--- src/rtl/deal_pkg.sv ---
// Shared types, deck constants and the card-to-value rule for the deal datapath.
package deal_pkg;

  localparam int unsigned DECK_SIZE = 52;
  localparam int unsigned RANKS     = 13;

  localparam logic [5:0] DECK_SIZE_W = 6'(DECK_SIZE);
  localparam logic [5:0] LAST_CARD_W = 6'(DECK_SIZE - 1);
  localparam logic [5:0] RANKS_W     = 6'(RANKS);

  typedef enum logic [1:0] {
    ST_SHUFFLE = 2'd0,
    ST_READY   = 2'd1,
    ST_FETCH   = 2'd2,
    ST_ISSUE   = 2'd3
  } state_e;

  // Blackjack value of a card index: ace = 1, 2..9 face value, ten and courts = 10.
  // Indices beyond the deck map to 0 so a corrupted read is easy to spot.
  function automatic logic [3:0] card_value(input logic [5:0] card);
    logic [5:0] rank;
    rank = card % RANKS_W;
    if (card > LAST_CARD_W) begin
      card_value = 4'd0;
    end else if (rank < 6'd9) begin
      card_value = rank[3:0] + 4'd1;
    end else begin
      card_value = 4'd10;
    end
  endfunction

endpackage

--- src/rtl/card_value_lut.sv ---
// Combinational card index to blackjack value lookup; also used by hand-sum logic.
module card_value_lut
  import deal_pkg::*;
(
  input  logic [5:0] card_i,
  output logic [3:0] value_o
);

  // Pure table lookup through the shared package rule.
  always_comb begin
    value_o = card_value(card_i);
  end

endmodule

--- src/rtl/deal_scheduler.sv ---
// Deck read sequencer: triggers shuffles, runs the opening deal and serves
// player/dealer card requests, one card every three cycles.
module deal_scheduler
  import deal_pkg::*;
#(
  parameter int unsigned RESHUFFLE_AT = 15
) (
  input  logic       clk_i,
  input  logic       rst_ni,
  output logic       shuffle_req_o,
  input  logic       shuffle_done_i,
  output logic [5:0] deck_idx_o,
  input  logic [5:0] deck_card_i,
  input  logic       round_start_i,
  input  logic       round_end_i,
  input  logic       hit_req_i,
  input  logic       dealer_req_i,
  output logic       hit_ack_o,
  output logic       dealer_ack_o,
  output logic       card_valid_o,
  output logic [5:0] card_out_o,
  output logic [3:0] card_value_o,
  output logic       card_to_dealer_o,
  output logic [5:0] cards_left_o,
  output logic       busy_o
);

  localparam logic [5:0] RESHUFFLE_LVL = 6'(RESHUFFLE_AT);

  state_e     state_q, state_d;
  logic [5:0] ptr_q, ptr_d;
  logic [5:0] left_q, left_d;
  logic [2:0] init_cnt_q, init_cnt_d;
  logic       end_pend_q, end_pend_d;
  logic       in_round_q, in_round_d;
  logic       pend_q, pend_d;          // a card target survives an empty-deck shuffle
  logic       tgt_dealer_q, tgt_dealer_d;
  logic       tgt_init_q, tgt_init_d;  // current card belongs to the opening deal
  logic       shuffle_req_q, shuffle_req_d;
  logic       card_valid_q, card_valid_d;
  logic       hit_ack_q, hit_ack_d;
  logic       dealer_ack_q, dealer_ack_d;
  logic       to_dealer_q, to_dealer_d;
  logic       busy_q, busy_d;
  logic [3:0] lut_value_s;

  card_value_lut u_lut (
    .card_i  (card_out_o),
    .value_o (lut_value_s)
  );

  // Next-state, pointer bookkeeping and next output values.
  always_comb begin
    state_d      = state_q;
    ptr_d        = ptr_q;
    left_d       = left_q;
    init_cnt_d   = init_cnt_q;
    end_pend_d   = end_pend_q;
    in_round_d   = in_round_q;
    pend_d       = pend_q;
    tgt_dealer_d = tgt_dealer_q;
    tgt_init_d   = tgt_init_q;
    card_valid_d = 1'b0;
    hit_ack_d    = 1'b0;
    dealer_ack_d = 1'b0;
    to_dealer_d  = 1'b0;

    case (state_q)
      ST_SHUFFLE: begin
        if (shuffle_done_i) begin
          ptr_d   = 6'd0;
          left_d  = DECK_SIZE_W;
          pend_d  = 1'b0;
          state_d = pend_q ? ST_FETCH : ST_READY;
        end else begin
          state_d = ST_SHUFFLE;
        end
      end
      ST_READY: begin
        if (end_pend_q) begin
          // A closed round also abandons any unfinished opening cards.
          end_pend_d = 1'b0;
          in_round_d = 1'b0;
          init_cnt_d = 3'd0;
          state_d    = (left_q < RESHUFFLE_LVL) ? ST_SHUFFLE : ST_READY;
        end else if (round_start_i && !in_round_q) begin
          in_round_d   = 1'b1;
          init_cnt_d   = 3'd4;
          tgt_init_d   = 1'b1;
          tgt_dealer_d = 1'b0;
          state_d      = ST_FETCH;
        end else if (init_cnt_q != 3'd0) begin
          // Odd counts (3, 1) are the dealer's opening cards.
          tgt_init_d   = 1'b1;
          tgt_dealer_d = init_cnt_q[0];
          state_d      = ST_FETCH;
        end else if (hit_req_i && in_round_q) begin
          tgt_init_d   = 1'b0;
          tgt_dealer_d = 1'b0;
          state_d      = ST_FETCH;
        end else if (dealer_req_i && in_round_q) begin
          tgt_init_d   = 1'b0;
          tgt_dealer_d = 1'b1;
          state_d      = ST_FETCH;
        end else begin
          state_d = ST_READY;
        end
      end
      ST_FETCH: begin
        if (left_q == 6'd0) begin
          pend_d  = 1'b1;
          state_d = ST_SHUFFLE;
        end else begin
          card_valid_d = 1'b1;
          hit_ack_d    = !tgt_init_q && !tgt_dealer_q;
          dealer_ack_d = !tgt_init_q && tgt_dealer_q;
          to_dealer_d  = tgt_dealer_q;
          state_d      = ST_ISSUE;
        end
      end
      ST_ISSUE: begin
        // Wrap keeps the pointer inside the deck even after the last card.
        ptr_d  = (ptr_q == LAST_CARD_W) ? 6'd0 : ptr_q + 6'd1;
        left_d = left_q - 6'd1;
        if (tgt_init_q) begin
          init_cnt_d = init_cnt_q - 3'd1;
        end else begin
          init_cnt_d = init_cnt_q;
        end
        state_d = ST_READY;
      end
      default: begin
        state_d = ST_SHUFFLE;
      end
    endcase

    if (round_end_i) begin
      end_pend_d = 1'b1;
    end else begin
      end_pend_d = end_pend_d;
    end

    shuffle_req_d = (state_d == ST_SHUFFLE);
    busy_d        = (state_d != ST_READY);
  end

  // State and registered outputs; reset drops any in-flight card.
  always_ff @(posedge clk_i or negedge rst_ni) begin
    if (!rst_ni) begin
      state_q       <= ST_SHUFFLE;
      ptr_q         <= 6'd0;
      left_q        <= DECK_SIZE_W;
      init_cnt_q    <= 3'd0;
      end_pend_q    <= 1'b0;
      in_round_q    <= 1'b0;
      pend_q        <= 1'b0;
      tgt_dealer_q  <= 1'b0;
      tgt_init_q    <= 1'b0;
      shuffle_req_q <= 1'b0;
      card_valid_q  <= 1'b0;
      hit_ack_q     <= 1'b0;
      dealer_ack_q  <= 1'b0;
      to_dealer_q   <= 1'b0;
      busy_q        <= 1'b1;
    end else begin
      state_q       <= state_d;
      ptr_q         <= ptr_d;
      left_q        <= left_d;
      init_cnt_q    <= init_cnt_d;
      end_pend_q    <= end_pend_d;
      in_round_q    <= in_round_d;
      pend_q        <= pend_d;
      tgt_dealer_q  <= tgt_dealer_d;
      tgt_init_q    <= tgt_init_d;
      shuffle_req_q <= shuffle_req_d;
      card_valid_q  <= card_valid_d;
      hit_ack_q     <= hit_ack_d;
      dealer_ack_q  <= dealer_ack_d;
      to_dealer_q   <= to_dealer_d;
      busy_q        <= busy_d;
    end
  end

  // The deck RAM answers one cycle after the index, so the card itself is
  // forwarded during ISSUE and gated to zero outside the valid pulse.
  always_comb begin
    if (card_valid_q) begin
      card_out_o   = deck_card_i;
      card_value_o = lut_value_s;
    end else begin
      card_out_o   = 6'd0;
      card_value_o = 4'd0;
    end
  end

  assign shuffle_req_o    = shuffle_req_q;
  assign deck_idx_o       = ptr_q;
  assign hit_ack_o        = hit_ack_q;
  assign dealer_ack_o     = dealer_ack_q;
  assign card_valid_o     = card_valid_q;
  assign card_to_dealer_o = to_dealer_q;
  assign cards_left_o     = left_q;
  assign busy_o           = busy_q;

endmodule
--- config.mk ---
export PLATFORM = sky130hd
export DESIGN_NAME = deal_scheduler
export DESIGN_NICKNAME = d
export VERILOG_FILES = /design/src/rtl/deal_pkg.sv /design/src/rtl/card_value_lut.sv /design/src/rtl/deal_scheduler.sv
export SDC_FILE = /design/constraint.sdc
export NUM_CORES = 1
export LEC_CHECK = 0
export ABC_AREA = 1
export BUFFER_PORTS_ARGS = -buffer_cell sky130_fd_sc_hd__clkbuf_2
export CAP_MARGIN = 40
export CELL_PAD_IN_SITES_DETAIL_PLACEMENT = 0
export CELL_PAD_IN_SITES_GLOBAL_PLACEMENT = 1
export CORE_UTILIZATION = 35
export CTS_CLUSTER_DIAMETER = 80
export CTS_CLUSTER_SIZE = 20
export DETAILED_ROUTE_END_ITERATION = 8
export PLACE_DENSITY_LB_ADDON = 0.1
export SLEW_MARGIN = 30
export SYNTH_ARGS = -nofsm -noshare
export SYNTH_HDL_FRONTEND = slang
export SYNTH_SLANG_ARGS = --single-unit
--- constraint.sdc ---
create_clock -name clk_i -period 3.7 [get_ports clk_i]
set_input_delay 0.185 -clock clk_i [delete_from_list [all_inputs] [get_ports clk_i]]
set_output_delay 0.185 -clock clk_i [all_outputs]
set_load 0.02 [all_outputs]
==> out/metrics.cfg, run 1 <==
[outcome]
status=finished clean

[power]
power_mw=1.41
power.share.clock_pct=17.1
p_seq_share_pct=35.4
netSwitchingFraction_pct=44.4
p_per_area_mw_per_mm2=624
switchingPower_mw=0.625
combPwrFrac_pct=47.5
leakage_nw=1.27
internal_power_mw=0.781
vdd_drop_max_mv=0.355

[cells_and_area]
drive_gt1_share_pct=26.4
fin_cells=362
fill_cells=578
layout.nets=314
multi_input_area_um2=972
fin_area_mm2=0.00225
seq_area_um2=706
layout_commonest_cell=nand2_1
layout_common_cells=51 x nand2_1, 45 x inv_1, 40 x clkbuf_2
diodes=0
area_delta_synth_final_pct=21.1

[cts]
postCtsSetupBuffers=0
path_clk_slew_ps=100
clock_latency_ps=270
ctsRootBufferMaster=clkbuf_8
cts.sinks=28
htreeDepth=1
cts_tree=yes
cts_made_buffers=3
clockBufferDepth=2
cts_resized=0

[die]
dieArea_mm2=0.00562
fp-row-count=26
io_pins=41
core_mm2=0.00511
fp.dieH_um=74.9
start_util_pct=36.5
fp.dieW_um=74.9

[detailed_routing]
ant_nets=0
drt_iter0_drc=40
drt_wl_total_um=4150
drc=0
vias=1710
wire_per_inst_um=11.5
drt_first_pass_iters=4
via_per_inst=4.72

[synthesis]
synth_cells=247
ys_ff_latch=28
ys_warn_count=0
syn_area_mm2=0.00186
synth.distinct_cells=31
avgSynthCellArea_um2=7.54
yosysSeqAreaShare_pct=37.9
syn_nets=268

[sta]
tightest_slew_ps=498
hold_viol=0
final-setup-viol-count=0
fin_crit_sh_pct=85.9
tns_ps=0
fmax_mhz=314
rsz0062_at_grt=no
slew_headroom_pct=66.7
postLayoutSetupSlackWorst_ps=520
min_period_ps=3180
drv_slew=0
fin_skew_ps=7.77

[setup_path]
critPathRequiredTime_ps=3510
r2r-start=state_q[0]$_DFF_PN0_
critPathSlowestCell=dfrtp_1
setup.worst_path.end_class=output pin
setup.worst_path.start_class=register
cpMostUsedCell=nand2_1
crit_fanout=8
worst-path-buf-inv=6
crit_chain=nand2_1 > clkinv_1 > nand3_1 > nand2_1 > inv_1 > ha_1 > inv_1 > o21ai_0 > nor2_1 > nand2_2 > inv_1 > nor2_4 > nand2_2 > nand2_1 > nand2_1 > inv_1 > ha_1 > nand2_2 > a21oi_4 > nand2_1 > nor2_1 > clkbuf_2
critical_path.top_delay_family=simple AND/OR/NAND/NOR gates
crit_type=register to output pin
startpoint=card_valid_o$_DFF_PN0_
max_stage_delay_ps=480
cp.arrival_ps=2990

[global_route]
grt_pass1_vias=1566
grt_usage_pct=16.2
grt_pass1_wl_um=7020
antenna_found_initial=0
grt_start_max_net_pins=29
gr-total-overflow=0

[place]
hpwl_um=3310
gp_congestion=0.768
placed_area_mm2=0.00215
port_buffers=40
dp.cells=356
post-place-ws_ps=790

[worst_hold_path]
hp-start=round_end_i
hold_path.class=input pin to register

[flow_run]
max-cap-violations=0

==> area by class of cell <==
class	count	share of cell area, %
multi-input cells	170	43.1
clock inverters	1	1.33
inverters	48	7.99
flip-flops and latches	28	31.3
clock buffers	3	1.83
well taps	70	3.88
repair buffers	42	10.5
==> layer usage <==
metal  vias to the layer above  wire, µm  track usage, %
li1                        887         -               -
met1                       803      1930            22.0
met2                        18      2110            28.2
met3                         2        89            1.34
met4                         0        25            3.77
met5                         -         0               0
==> worst paths after layout <==
check | to | slack [ps] | depth (start not counted)
worst max-delay path | card_value_o[0] | 520 | 22
worst min-delay path | end_pend_q$_DFFE_PN0P_ | 110 | 2
worst max register to register | cards_left_o[5]$_DFFE_PN1P_ | 1740 | 7
worst min register to register | hit_ack_o$_DFF_PN0_ | 440 | 1
max in group asynchronous | cards_left_o[5]$_DFFE_PN1P_ | 2950 | 3
min in group asynchronous | in_round_q$_DFFE_PN0P_ | 290 | 2
==> metrics by stage <==
stage	hold slack, ps	utilization, %
global placement	269	42.0
detailed placement	272	42.0
CTS	103	43.6
floorplan	-111	-
global route	115	44.1
finish	108	44.1
==> power by group through the flow <==
stage | Combinational (mW) | Sequential, mW | Clock, mW
floorplan | 0.435 | 0.549 | 0
global placement | 0.673 | 0.500 | 0
detailed placement | 0.671 | 0.506 | 0
CTS | 0.676 | 0.500 | 0.247
global route | 0.769 | 0.514 | 0.258
finish | 0.668 | 0.498 | 0.241
==> sequential cells by signal (all words and copies together) (netlist names) <==
register and cells:
busy_o 1, tgt_init_q 1, state_q 2, card_to_dealer_o 1, in_round_q 1, card_valid_o 1, hit_ack_o 1, deck_idx_o 6
cards_left_o 6, pend_q 1, dealer_ack_o 1, tgt_dealer_q 1, init_cnt_q 3, end_pend_q 1, shuffle_req_o 1
==> cell families after synthesis <==
family	Yosys count	synth area share (%)
and+or+nand+nor	118	31.1
buffers and inverters	49	9.88
adders and majority gates	8	5.38
DFF	28	37.9
AOI/OAI and AO/OA	38	12.9
xor gates and xnor gates	6	2.82
==> cell usage after synthesis <==
| master | instances | share of area [%] |
|---|---|---|
| nand2_1 | 51 | 10 |
| inv_1 | 45 | 9.1 |
| dfrtp_1 | 24 | 32 |
| nand3_1 | 24 | 6.5 |
| o21ai_0 | 16 | 4.3 |
| nor2_1 | 15 | 3.0 |
| nand2_2 | 9 | 3.0 |
| ha_1 | 8 | 5.4 |
| a21oi_1 | 6 | 1.6 |
| o22ai_1 | 5 | 1.7 |
| dfstp_2 | 4 | 5.6 |
| nand3_2 | 4 | 2.2 |
| xor2_1 | 4 | 1.9 |
| nand2_4 | 3 | 1.8 |
| nand4_1 | 3 | 1.0 |
| nor3_1 | 3 | 0.81 |
| a21oi_2 | 2 | 0.94 |
| inv_2 | 2 | 0.40 |
| nor2_2 | 2 | 0.67 |
| nor2_4 | 2 | 1.2 |
| o2111ai_1 | 2 | 0.94 |
| o31ai_1 | 2 | 0.81 |
| or2_2 | 2 | 0.67 |
| xnor2_1 | 2 | 0.94 |
| a21oi_4 | 1 | 0.87 |
| a31oi_1 | 1 | 0.34 |
| a32o_1 | 1 | 0.54 |
| clkbuf_1 | 1 | 0.20 |
| clkinv_1 | 1 | 0.20 |
| o21ai_2 | 1 | 0.47 |
| o21bai_1 | 1 | 0.40 |
==> what timing repair did <==
item	4_1_cts	5_1_grt
endpoints found under the setup margin	0	0
hold buffers	1	0
hold endpoints to repair	24	0
No activity file was read; power rests on OpenSTA's default activity.
==> inputs of run 2 (changes only) <==
- CORE_UTILIZATION: 35 -> 42
==> run 2 against run 1 <==
Net effect: clock skew is 5.2 ps lower; core utilization up 9.4 points; clock power down 2%; sequential cell count did not move; largest cell class unchanged; largest power group unchanged.
==> out/metrics.cfg, run 2 (same netlist as run 1, synthesis figures left out) <==
[global_route]
grt_use_met2_pct=32.8  ; was 28.2%
gr-total-overflow=0  ; unchanged
grt_pass1_wl_um=6240  ; was 7020 µm
top_usage_layer=met2  ; unchanged
antenna_found_initial=0  ; unchanged
grt_pass1_vias=1469  ; was 1566
use_met3_pct=0.987  ; was 1.34%
grt_usage_pct=17.2  ; was 16.2%
grt_start_max_net_pins=29  ; unchanged
met1_usage_pct=21.2  ; was 22.0%

[cells_and_area]
fill_cells=412  ; was 578
layout_common_cells=51 x nand2_1, 45 x inv_1, 40 x clkbuf_2  ; unchanged
layout_commonest_cell=nand2_1  ; unchanged
diodes=0  ; unchanged
area_delta_synth_final_pct=18.3  ; was 21.1%
layout.nets=313  ; was 314
drive_gt1_share_pct=26.1  ; was 26.4%

[detailed_routing]
via_per_inst=4.88  ; was 4.72
drc=0  ; unchanged
vias=1665  ; was 1710
wire_per_inst_um=10.9  ; was 11.5 µm
drt_first_pass_iters=4  ; unchanged
drt_iter0_drc=50  ; was 40
ant_nets=0  ; unchanged
drt_wl_total_um=3710  ; was 4150 µm

[setup_path]
critPathRequiredTime_ps=3510  ; about the same
max_stage_delay_ps=500  ; was 480 ps
crit_type=register to output pin  ; unchanged
cpMostUsedCell=nand2_1  ; unchanged
cp.arrival_ps=3030  ; was 2990 ps
crit_chain=nand2_1 > nand2_1 > nand2_2 > nand2_2 > nand2_1 > inv_1 > ha_1 > inv_1 > o21ai_0 > nor2_1 > nand2_2 > inv_1 > nor2_4 > nand2_2 > nand2_1 > nand2_1 > inv_1 > ha_1 > nand2_2 > a21oi_4 > nand2_1 > nor2_1 > clkbuf_2  ; was nand2_1 > clkinv_1 > nand3_1 > nand2_1 > inv_1 > ha_1 > inv_1 > o21ai_0 > nor2_1 > nand2_2 > inv_1 > nor2_4 > nand2_2 > nand2_1 > nand2_1 > inv_1 > ha_1 > nand2_2 > a21oi_4 > nand2_1 > nor2_1 > clkbuf_2
setup.worst_path.end_class=output pin  ; unchanged
setup.worst_path.start_class=register  ; unchanged
r2r_slack_ps=1800  ; was 1740 ps
critical_path.top_delay_family=simple AND/OR/NAND/NOR gates  ; unchanged
timing.rr.end=cards_left_o[5]$_DFFE_PN1P_  ; unchanged
r2r-start=state_q[0]$_DFF_PN0_  ; unchanged
crit_fanout=8  ; unchanged
critPathSlowestCell=dfrtp_1  ; unchanged
reg2reg_depth=7  ; unchanged
worst-path-buf-inv=5  ; was 6

[cts]
cts_tree=yes  ; unchanged
clock_latency_ps=270  ; about the same
path_clk_slew_ps=90  ; was 100 ps
htreeDepth=1  ; unchanged
clockBufferDepth=2  ; unchanged
ctsRootBufferMaster=clkbuf_8  ; unchanged
cts.sinks=28  ; unchanged
cts_made_buffers=3  ; unchanged
cts_resized=0  ; unchanged

[place]
gp_congestion=0.794  ; was 0.768
hpwl_um=2940  ; was 3310 µm
post-place-ws_ps=774  ; was 790 ps
port_buffers=40  ; unchanged

[sta]
drv_slew=0  ; unchanged
hold_viol=0  ; unchanged
tns_ps=0  ; unchanged
final-setup-viol-count=0  ; unchanged
min_period_ps=3210  ; was 3180 ps
fmax_mhz=312  ; was 314 MHz
postLayoutSetupSlackWorst_ps=490  ; was 520 ps
fin_crit_sh_pct=86.8  ; was 85.9%
fin_skew_ps=2.55  ; was 7.77 ps
tightest_slew_ps=684  ; was 498 ps
rsz0062_at_grt=no  ; unchanged
slew_headroom_pct=54.4  ; was 66.7%

[worst_hold_path]
hold_path.class=input pin to register  ; unchanged
min_path_cells=2  ; unchanged
min_to=end_pend_q$_DFFE_PN0P_  ; unchanged
hp-start=round_end_i  ; unchanged

[die]
fp-row-count=23  ; was 26
core_mm2=0.00412  ; was 0.00511 mm²
io_pins=41  ; unchanged
fp.dieW_um=68.6  ; was 74.9 µm
fp.dieH_um=68.6  ; was 74.9 µm
start_util_pct=45.2  ; was 36.5%
dieArea_mm2=0.00470  ; was 0.00562 mm²

[power]
leakage_nw=1.26  ; was 1.27 nW
p_per_area_mw_per_mm2=628  ; was 624 mW/mm²
vdd_drop_max_mv=0.389  ; was 0.355 mV
power_mw=1.38  ; was 1.41 mW

[flow_run]
max-cap-violations=0  ; unchanged

[outcome]
status=finished clean  ; unchanged

run 2: worst max path at each step:
stage,start,endpoint,depth (start not counted)
global placement,card_valid_o$_DFF_PN0_,card_value_o[0],23
CTS,card_valid_o$_DFF_PN0_,card_value_o[2],23
finish,card_valid_o$_DFF_PN0_,card_value_o[2],23
detailed placement,card_valid_o$_DFF_PN0_,card_value_o[2],23
floorplan,card_valid_o$_DFF_PN0_,card_value_o[0],21
global route,card_valid_o$_DFF_PN0_,card_value_o[2],23
run 2: metal layers:
| metal | vias up | share of wire [%] |
|---|---|---|
| met1 | 762 | 46 |
| met3 | 2 | 1.5 |
| li1 | 888 | - |
| met5 | - | 0 |
| met4 | 0 | 0.62 |
| met2 | 13 | 51 |
run 2: timing repair:
item / CTS / global route
hold buffers: 1 / 0
setup buffers: 0 / 0
endpoints found under the hold margin: 24 / 0
run 2: power by group:
| part | leakage, nW | total (mW) | switching (mW) | internal, mW |
|---|---|---|---|---|
| Combinational | 0.865 | 0.654 | 0.433 | 0.221 |
| Clock | 0.0357 | 0.235 | 0.0902 | 0.145 |
| Sequential | 0.357 | 0.495 | 0.0821 | 0.413 |
run 2: area by class of cell:
cell class | instances | area [µm²] | area share (%)
Tap cell | 50 | 62.6 | 2.84
Sequential cell | 28 | 706 | 32.0
Clock buffer | 3 | 41.3 | 1.88
Clock inverter | 1 | 30.0 | 1.36
Inverter | 48 | 180 | 8.18
Multi-Input combinational cell | 170 | 972 | 44.1
Timing Repair Buffer | 41 | 210 | 9.55
run 2: per-stage QoR:
stage / cell area [µm²] / hold slack, ps / std cells / utilization, %
5_1_grt: 2200 / 115 / 341 / 53.5
2_1_floorplan: 1860 / -111 / 247 / -
4_1_cts: 2200 / 112 / 341 / 53.5
3_3_place_gp: 2120 / 262 / 336 / 51.5
3_5_place_dp: 2120 / 264 / 336 / 51.5
6_report: 2200 / 115 / 341 / 53.5
==> inputs of run 3 (changes only) <==
- ABC_AREA: 1 -> 0
- CORE_UTILIZATION: 42 -> 44
==> run 3 against run 2 <==
Net effect: non-clock buffer count up 12; global-route usage increased by 0.81 points; core utilization decreased by 0.12 points; via count up 9.5%; die area increased by 3.6%; final area up 6.3%; worst setup slack got worse by 260 ps; synthesized cell count decreased by 5.3%; clock power fell by 33%; largest cell class unchanged; highest routed layer unchanged.
==> out/metrics.cfg, run 3 <==
[sta]
tns_ps=0  ; unchanged
min_period_ps=3470  ; was 3210 ps
fin_crit_sh_pct=93.8  ; was 86.8%
tightest_slew_ps=773  ; was 684 ps
fmax_mhz=288  ; was 312 MHz
hold_viol=0  ; unchanged
rsz0062_at_grt=no  ; unchanged
slew_headroom_pct=47.8  ; was 54.4%
drv_slew=0  ; unchanged
final-setup-viol-count=0  ; unchanged
fin_skew_ps=5.31  ; was 2.55 ps
postLayoutSetupSlackWorst_ps=230  ; was 490 ps

[detailed_routing]
via_per_inst=5.51  ; was 4.88
ant_nets=0  ; unchanged
drt_iter0_drc=86  ; was 50
drt_first_pass_iters=4  ; unchanged
drt_wl_total_um=4260  ; was 3710 µm
wire_per_inst_um=12.9  ; was 10.9 µm
vias=1824  ; was 1665
drc=0  ; unchanged

[synthesis]
ys_ff_latch=28  ; unchanged
yosys.area_share.adder_pct=4.95  ; was 5.38%
synthTopCellsByArea=dfrtp_1 30%, o21ai_0 5.7%, dfstp_2 5.2%  ; was dfrtp_1 32%, nand2_1 10%, inv_1 9.1%
synthArstFlopShare_pct=100  ; unchanged
syn_area_mm2=0.00202  ; was 0.00186 mm²
ys_top_cells_by_count=27 x nand2_1, 24 x dfrtp_1, 23 x o21ai_0, 17 x nor2_1, 16 x inv_1  ; was 51 x nand2_1, 45 x inv_1, 24 x dfrtp_1, 24 x nand3_1, 16 x o21ai_0
yosysSeqAreaShare_pct=34.9  ; was 37.9%
synthMuxAreaShare_pct=0.495  ; was 0%
synth_compound_area_share_pct=22.9  ; was 12.9%
syn_nets=255  ; was 268
synth_edf_count=0  ; unchanged
synth_top_family_by_area=simple AND/OR/NAND/NOR gates  ; unchanged
synth.distinct_cells=57  ; was 31
synth_xor_area_share_pct=0.866  ; was 2.82%
yosys.area.top_type=dfrtp_1  ; unchanged
synth_flop_cell=dfrtp_1  ; unchanged
synth_top_area_share_pct=29.7  ; was 32.3%
yosysMostFrequentCell=nand2_1  ; unchanged
ys_warn_count=0  ; unchanged
synth_cells=234  ; was 247
avgSynthCellArea_um2=8.64  ; was 7.54 µm²
synth-simple-area-share_pct=28.0  ; was 31.1%

[global_route]
grt_usage_pct=18.0  ; was 17.2%
gr-total-overflow=0  ; unchanged
grt_start_max_net_pins=29  ; unchanged
antenna_found_initial=0  ; unchanged
grt_pass1_wl_um=7410  ; was 6240 µm
grt_pass1_vias=1624  ; was 1469

[cts]
cts_tree=yes  ; unchanged
htreeDepth=1  ; unchanged
ctsRootBufferMaster=clkbuf_8  ; unchanged
clock_latency_ps=270  ; about the same
clockBufferDepth=2  ; unchanged
cts.sinks=28  ; unchanged
path_clk_slew_ps=90  ; about the same
cts_made_buffers=3  ; unchanged

[power]
internal_power_mw=0.717  ; was 0.778 mW
switchingPower_mw=0.558  ; was 0.605 mW
power.share.clock_pct=12.4  ; was 17.0%
p_per_area_mw_per_mm2=545  ; was 628 mW/mm²
netSwitchingFraction_pct=43.8  ; was 43.7%
vdd_drop_max_mv=0.368  ; was 0.389 mV
combPwrFrac_pct=47.2  ; about the same
power_mw=1.27  ; was 1.38 mW
p_seq_share_pct=40.5  ; was 35.8%
leakage_nw=1.07  ; was 1.26 nW

[place]
port_buffers=40  ; unchanged
dp.cells=320  ; was 336
gp_congestion=0.815  ; was 0.794
post-place-ws_ps=248  ; was 774 ps
hpwl_um=3260  ; was 2940 µm

[setup_path]
reg2reg_depth=6  ; was 7
crit_type=register to output pin  ; unchanged
timing.rr.end=deck_idx_o[3]$_DFFE_PN0P_  ; was cards_left_o[5]$_DFFE_PN1P_
setup.worst_path.start_class=register  ; unchanged
r2r-start=deck_idx_o[0]$_DFFE_PN0P_  ; was state_q[0]$_DFF_PN0_
max_stage_delay_ps=550  ; was 500 ps
critPathRequiredTime_ps=3510  ; about the same
crit_fanout=5  ; was 8
crit_chain=nand2_1 > inv_1 > ha_1 > a211oi_1 > o21ai_1 > o31ai_4 > a21oi_1 > or2_2 > a32oi_1 > ha_2 > nor4b_2 > or4_1 > nor4_2 > clkbuf_2  ; was nand2_1 > nand2_1 > nand2_2 > nand2_2 > nand2_1 > inv_1 > ha_1 > inv_1 > o21ai_0 > nor2_1 > nand2_2 > inv_1 > nor2_4 > nand2_2 > nand2_1 > nand2_1 > inv_1 > ha_1 > nand2_2 > a21oi_4 > nand2_1 > nor2_1 > clkbuf_2
cp.arrival_ps=3280  ; was 3030 ps
critPathSlowestCell=or4_1  ; was dfrtp_1
setup.worst_path.end_class=output pin  ; unchanged
r2r_slack_ps=2030  ; was 1800 ps

[worst_hold_path]
hp-start=round_end_i  ; unchanged
hold_path.class=input pin to register  ; unchanged
min_path_cells=2  ; unchanged
min_to=end_pend_q$_DFFE_PN0P_  ; unchanged

[flow_run]
max-cap-violations=0  ; unchanged

[cells_and_area]
fill_cells=440  ; was 412
layout.nets=302  ; was 313
fin_cells=331  ; was 341
layout_common_cells=39 x clkbuf_2, 27 x nand2_1, 23 x dfrtp_1  ; was 51 x nand2_1, 45 x inv_1, 40 x clkbuf_2
drive_gt1_share_pct=28.0  ; was 26.1%
layout_commonest_cell=clkbuf_2  ; was nand2_1
finish.utilization_pct=53.4  ; was 53.5%
diodes=0  ; unchanged
area_delta_synth_final_pct=15.8  ; was 18.3%

[die]
fp-row-count=24  ; was 23
core_mm2=0.00438  ; was 0.00412 mm²
fp.dieH_um=69.8  ; was 68.6 µm
start_util_pct=46.1  ; was 45.2%
io_pins=41  ; unchanged
dieArea_mm2=0.00487  ; was 0.00470 mm²
fp.dieW_um=69.8  ; was 68.6 µm

[outcome]
status=finished clean  ; unchanged

run 3: cell count changes after synthesis, moves of 5 or more:
cell / before / now
a211oi_1: 0 / 5
inv_1: 45 / 16
nand2_1: 51 / 27
nand2_2: 9 / 0
nand2b_1: 0 / 7
nand3_1: 24 / 8
nor2b_1: 0 / 5
nor3b_1: 0 / 5
o21ai_0: 16 / 23
run 3: metal layers:
layer	GRT usage [%]	share of wire (%)
met1	24.5	47
met2	31.9	51
met3	0.872	1.8
met4	3.33	0.68
met5	0	0
run 3: cell type report:
cell class	count	area [µm²]	share of cell area, %
Clock buffer	3	41.3	1.76
Inverter	16	60.1	2.57
Multi-Input combinational cell	179	1170	49.9
Sequential cell	28	707	30.2
Tap cell	52	65.1	2.78
Timing Repair Buffer	53	300	12.8
run 3: cell families (layout without fill, tap and decap cells):
group / Yosys count / in the layout
AO/OA/AOI/OAI: 67 / 67
XOR/XNOR: 2 / 2
adder cells (fa/ha/maj): 8 / 8
buffers and inverters: 27 / 72
flip-flops: 28 / 28
multiplexers: 1 / 1
AND/OR/NAND/NOR: 101 / 101
run 3: how the worst max path moves through the flow:
stage | startpoint | to | slack (ps) | depth (start not counted)
finish | card_valid_o$_DFF_PN0_ | card_value_o[2] | 230 | 14
global route | card_valid_o$_DFF_PN0_ | card_value_o[0] | 60 | 14
CTS | card_valid_o$_DFF_PN0_ | card_value_o[2] | 30 | 14
detailed placement | deck_card_i[3] | card_value_o[2] | 250 | 16
global placement | deck_card_i[3] | card_value_o[2] | 290 | 16
floorplan | card_valid_o$_DFF_PN0_ | card_value_o[0] | 150 | 14
run 3: per-stage QoR:
step / hold slack [ps] / cell area, µm²
2_1_floorplan: -111 / 2020
3_3_place_gp: 267 / 2220
3_5_place_dp: 262 / 2220
4_1_cts: 107 / 2280
5_1_grt: 117 / 2340
6_report: 112 / 2340
run 3: power groups by stage:
stage / clock (mW) / combinational [mW] / sequential (mW)
2_1_floorplan: 0 / 0.370 / 0.561
3_3_place_gp: 0 / 0.575 / 0.524
3_5_place_dp: 0 / 0.575 / 0.523
4_1_cts: 0.165 / 0.578 / 0.519
5_1_grt: 0.179 / 0.675 / 0.534
6_report: 0.158 / 0.601 / 0.516
run 3: worst max-delay path, delay by kind of cell (launching register included):
| family | cells | cell delay, ps |
|---|---|---|
| AND/OR/NAND/NOR | 5 | 1120 |
| AO/OA/AOI/OAI | 5 | 760 |
| buffers and inverters | 2 | 260 |
| flip-flops | 1 | 450 |
| adder cells (fa/ha/maj) | 2 | 420 |
run 3: what timing repair did:
item / 4_1_cts / 5_1_grt
hold buffers: 1 / 0
gates resized for setup: 1 / 4
hold endpoints to repair: 24 / 0
buffers inserted: 0 / 7
endpoints found under the setup margin: 2 / 4
pin swaps: 0 / 1
